==> config.mk <==
export PLATFORM = sky130hd
export DESIGN_NAME = tick_timer
export DESIGN_NICKNAME = d
export VERILOG_FILES = /design/src/rtl/tick_timer_pkg.sv /design/src/rtl/tick_prescaler.sv /design/src/rtl/tick_timer.sv
export SDC_FILE = /design/constraint.sdc
export NUM_CORES = 1
export LEC_CHECK = 0
export ABC_AREA = 1
export CAP_MARGIN = 20
export CORE_MARGIN = 2
export CORE_UTILIZATION = 60
export CTS_CLUSTER_DIAMETER = 60
export CTS_CLUSTER_SIZE = 20
export DETAILED_ROUTE_END_ITERATION = 8
export PLACE_DENSITY = 0.83
export SLEW_MARGIN = 20
export SYNTH_ARGS = -nofsm -noshare
export SYNTH_HDL_FRONTEND = slang
export SYNTH_SLANG_ARGS = --single-unit
==> constraint.sdc <==
create_clock -name clk -period 4.9 [get_ports clk]
set_clock_uncertainty 0.05 [all_clocks]
set_input_delay 0.98 -clock clk [delete_from_list [all_inputs] [get_ports clk]]
set_output_delay 0.98 -clock clk [all_outputs]
set_load 0.02 [all_outputs]
==> src/rtl/tick_timer_pkg.sv <==
// Shared types and constants for the tick timer: FSM state encoding and mode values.
package tick_timer_pkg;

  typedef enum logic [1:0] {
    ST_IDLE = 2'd0,
    ST_RUN  = 2'd1,
    ST_HOLD = 2'd2
  } state_e;

  localparam logic MODE_ONESHOT  = 1'b0;
  localparam logic MODE_PERIODIC = 1'b1;

endpackage

==> src/rtl/tick_prescaler.sv <==
// Free-running 0..F-1 divider; term flags the enabled edge on which it wraps.
module tick_prescaler #(
  parameter int F     = 100000000,
  parameter int PRE_W = 30
) (
  input  logic clk,
  input  logic rst,
  input  logic clr,
  input  logic en,
  output logic term
);

  localparam logic [PRE_W-1:0] LAST = PRE_W'(F - 1);

  logic [PRE_W-1:0] cnt_q, cnt_d;

  assign term = en && (cnt_q == LAST);

  // clr wins over en so start/stop always restart the period from zero
  always_comb begin
    cnt_d = cnt_q;
    if (clr)       cnt_d = '0;
    else if (term) cnt_d = '0;
    else if (en)   cnt_d = cnt_q + PRE_W'(1);
  end

  always_ff @(posedge clk or posedge rst) begin
    if (rst) cnt_q <= '0;
    else     cnt_q <= cnt_d;
  end

endmodule

==> src/rtl/tick_timer.sv <==
// Programmable tick counter: prescaled tick, one-shot/periodic terminal count,
// pause/resume, stop and restart, with registered tick/done strobes.
module tick_timer
  import tick_timer_pkg::*;
#(
  parameter int F     = 100000000,
  parameter int PRE_W = 30,
  parameter int CNT_W = 3
) (
  input  logic             clk,
  input  logic             rst,
  input  logic             start,
  input  logic             stop,
  input  logic             pause,
  input  logic             mode,
  input  logic [CNT_W-1:0] limit,
  output logic [CNT_W-1:0] time_cnt,
  output logic             tick,
  output logic             done,
  output logic             busy
);

  state_e           state_q, state_d;
  logic [CNT_W-1:0] time_cnt_q, time_cnt_d;
  logic [CNT_W-1:0] limit_q, limit_d;
  logic             mode_q, mode_d;
  logic             tick_q, tick_d;
  logic             done_q, done_d;
  logic             busy_q, busy_d;
  logic             pre_clr, pre_en, pre_term;

  // The prescaler advances in RUN, and also on the HOLD->RUN edge itself.
  assign pre_clr = stop || start;
  assign pre_en  = (state_q != ST_IDLE) && !pause && !stop && !start;

  tick_prescaler #(.F(F), .PRE_W(PRE_W)) u_pre (
    .clk  (clk),
    .rst  (rst),
    .clr  (pre_clr),
    .en   (pre_en),
    .term (pre_term)
  );

  always_comb begin
    state_d    = state_q;
    time_cnt_d = time_cnt_q;
    limit_d    = limit_q;
    mode_d     = mode_q;
    tick_d     = 1'b0;
    done_d     = 1'b0;
    if (stop) begin
      state_d = ST_IDLE;
    end else if (start) begin
      state_d    = ST_RUN;
      time_cnt_d = '0;
      limit_d    = limit;
      mode_d     = mode;
    end else if (state_q != ST_IDLE) begin
      if (pause) begin
        state_d = ST_HOLD;
      end else begin
        state_d = ST_RUN;
        if (pre_term) begin
          if (time_cnt_q != limit_q) begin
            time_cnt_d = time_cnt_q + CNT_W'(1);
            tick_d     = 1'b1;
          end else if (mode_q == MODE_PERIODIC) begin
            time_cnt_d = '0;
            tick_d     = 1'b1;
            done_d     = 1'b1;
          end else begin
            done_d  = 1'b1;
            state_d = ST_IDLE;
          end
        end
      end
    end
    busy_d = (state_d != ST_IDLE);
  end

  always_ff @(posedge clk or posedge rst) begin
    if (rst) begin
      state_q    <= ST_IDLE;
      time_cnt_q <= '0;
      limit_q    <= '0;
      mode_q     <= MODE_ONESHOT;
      tick_q     <= 1'b0;
      done_q     <= 1'b0;
      busy_q     <= 1'b0;
    end else begin
      state_q    <= state_d;
      time_cnt_q <= time_cnt_d;
      limit_q    <= limit_d;
      mode_q     <= mode_d;
      tick_q     <= tick_d;
      done_q     <= done_d;
      busy_q     <= busy_d;
    end
  end

  assign time_cnt = time_cnt_q;
  assign tick     = tick_q;
  assign done     = done_q;
  assign busy     = busy_q;

endmodule

==> impl_metrics.env <==
export IMPL_outcome="finished, final reports clean"
export IMPL_path_max_fanout=21
export IMPL_grt_pass1_vias=2299
export IMPL_grtUsageTotal_pct=26.61
export IMPL_syn_area_mm2=0.002681
export IMPL_drive_above_1_share_pct=9.137
export IMPL_grt_start_max_net_pins=43
export IMPL_hp_start="limit_q[2]"
export IMPL_die_w_um=70.85
export IMPL_start_util_pct=62.01
export IMPL_relSlewSlack_pct=54.68
export IMPL_die_height_um=70.85
export IMPL_period_share_pct=55.69
export IMPL_first_pass_iters=7
export IMPL_fmax_ghz=0.3665
export IMPL_power_mw=0.6522
export IMPL_cp_common_cell="nand2_1"
export IMPL_reg2reg_depth=6
export IMPL_max_stage_delay_ps=620
export IMPL_placed_cell_area_mm2=0.002846
export IMPL_cts_root_buffer="clkbuf_8"
export IMPL_power_leakage_nw=1.267
export IMPL_ys_types=32
export IMPL_reg2reg_slack_ps=2850
export IMPL_clk_path_buf_depth=2
export IMPL_critPathKind="primary input to flop"
export IMPL_final_area_mm2=0.002942
export IMPL_antenna_found_initial=0
export IMPL_timing_critical_path_arrival_ps=2900
export IMPL_cp_start_kind="primary input"
export IMPL_routed_wl_um=6220
export IMPL_ys_ff_latch=42
export IMPL_gr_total_overflow=0
export IMPL_cp_data_required_time_ps=5070
export IMPL_min_delay_path_class="flop to flop"
export IMPL_worstReg2RegStart="state_q[1]"
export IMPL_fin_nets=404
export IMPL_insertion_delay_ps=300
export IMPL_numCtsBuffers=5
export IMPL_final_max_slew_viol_count=0
export IMPL_hpwlAfterDp_um=4520
export IMPL_drt_iter0_drc=223
export IMPL_hold_slack_ps=487.8
export IMPL_vias=2487
export IMPL_avgViaCountPerCell=5.576
export IMPL_final_common_cell="nand2_1"
export IMPL_htree_levels=2
export IMPL_grt_pass1_wl_um=10630
export IMPL_cts_sinks=42
export IMPL_drc_errors=0
export IMPL_pin_count=15
export IMPL_io_buffers=14
export IMPL_tns_ps=0
export IMPL_avgSynthCellArea_um2=7.075
export IMPL_hold_viol_final=0
export IMPL_ant_nets=0
export IMPL_mostFrequentLayoutCells="nand2_1 (120), nor2_1 (54), dfrtp_1 (42)"
export IMPL_synth_warnings=0
export IMPL_routedWlPerCell_um=13.95
export IMPL_cp_cell_sequence="clkdlybuf4s50_1, nor2_4, nand2_1, inv_1, nand2_1, a21oi_1"
export IMPL_cts_resized=0
export IMPL_syn_nets=390
export IMPL_holdPathEnd="limit_q[2]"
export IMPL_gp_congestion=0.9756
export IMPL_cap_violations=0
export IMPL_fp_row_count=24
export IMPL_die_area_mm2=0.005020
export IMPL_ir_drop_uv=192.3
export IMPL_synthCells=379
export IMPL_critical_path_top_delay_family="buffers and inverters"
export IMPL_yosysSeqAreaShare_pct=39.20
export IMPL_hold_depth=1
export IMPL_core_area_mm2=0.004324
export IMPL_post_cts_buffers=0
export IMPL_hold_buffers=0
export IMPL_tritoncts="yes"
export IMPL_reg2reg_to="u_pre.cnt_q[18]"
export IMPL_area_delta_synth_final_pct=9.706
export IMPL_final_util_pct=68.03
export IMPL_cp_slowest_cell="inv_1"
export IMPL_clkTransAtPathRegs_ps=80
export IMPL_crit_buf_inv=2
export IMPL_post_route_min_period_ps=2729
export IMPL_crit_path_end_kind="flop"
export IMPL_grt_setup_unrepaired="false"
export IMPL_setup_viol=0
export IMPL_n_antenna_cell=0
export IMPL_worst_pin_slew_ps=679.0
export IMPL_power_density_mw_per_mm2=221.7
export IMPL_fillers=385
==> flip-flops by register name, indices dropped and copies added (netlist names) <==
| name | cells |
|---|---|
| mode_q | 1 |
| tick | 1 |
| done | 1 |
| state_q | 2 |
| limit_q | 3 |
| time_cnt | 3 |
| u_pre.cnt_q | 30 |
| busy | 1 |
==> routing by layer <==
metal	vias to the layer above	global-route usage (%)	share of wire, %
met3	13	4.843	6.9
met2	109	44.65	49
met5	-	0	0
met1	1140	35.65	43
met4	0	7.338	1.4
li1	1225	-	-
==> cells in the mapped netlist <==
cell	instances	area, um2
nand2_1	120	450.4
nor2_1	54	202.7
dfrtp_1	42	1051
inv_1	40	150.1
nand3_1	28	140.1
o21ai_0	15	75.07
nand4_1	10	62.56
nor2_4	9	101.4
xor2_1	9	78.83
nand2_2	6	37.54
a21oi_1	5	25.02
buf_2	5	25.02
xnor2_1	5	43.79
inv_2	4	15.01
o22ai_1	4	25.02
mux2_2	3	33.78
o21ai_1	3	15.01
ha_1	2	25.02
nand3_2	2	20.02
a21o_1	1	7.510
a31oi_1	1	6.260
buf_4	1	7.510
buf_6	1	11.26
clkbuf_1	1	3.750
nand3b_1	1	7.510
nor2_2	1	6.260
nor3_1	1	5.000
nor3_4	1	16.27
nor4_1	1	6.260
o211ai_2	1	12.51
o21bai_1	1	7.510
or2_1	1	6.260
==> worst max path at each step <==
| stage | from | endpoint | slack, ps | cells after the start |
|---|---|---|---|---|
| 2_1_floorplan | rst | busy | 2900 | 1 |
| 3_3_place_gp | start | u_pre.cnt_q[24] | 2030 | 6 |
| 3_5_place_dp | start | u_pre.cnt_q[18] | 1890 | 6 |
| 4_1_cts | start | u_pre.cnt_q[18] | 2190 | 6 |
| 5_1_grt | start | u_pre.cnt_q[15] | 1900 | 6 |
| 6_report | start | u_pre.cnt_q[18] | 2170 | 6 |
==> final cells by class <==
type	count	area (um2)	area share [%]
clock buffer	6	82.58	2.807
timing repair buffer	15	147.6	5.019
inverter	44	165.2	5.615
tap	52	65.06	2.212
sequential	42	1051	35.73
multi-input combinational	285	1418	48.19
clock inverter	2	12.51	0.4254
==> kinds of logic (layout without fill, tap and decap cells) <==
| kind of cell | count (synthesis) | after routing | share of synthesized area (%) |
|---|---|---|---|
| xor gates and xnor gates | 14 | 14 | 4.573 |
| AOI/OAI and AO/OA | 31 | 31 | 6.486 |
| muxes | 3 | 3 | 1.260 |
| buffers and inverters | 52 | 67 | 7.932 |
| DFF | 42 | 42 | 39.20 |
| and+or+nand+nor | 235 | 235 | 39.62 |
| adders and majority gates | 2 | 2 | 0.9331 |
==> through the flow <==
step | setup WS [ps] | cells
after floorplan | 2896 | 379
after global placement | 2031 | 438
after detailed placement | 1889 | 438
after CTS | 2195 | 446
after global routing | 1898 | 446
final | 2171 | 446
==> power by group <==
group / internal (mW) / switching (mW) / total [mW] / leakage [nW]
logic: 0.0221 / 0.0339 / 0.0559 / 0.647
clock network: 0.113 / 0.123 / 0.236 / 0.0472
registers: 0.354 / 0.00604 / 0.360 / 0.573
(Power assumes the default switching activity.)
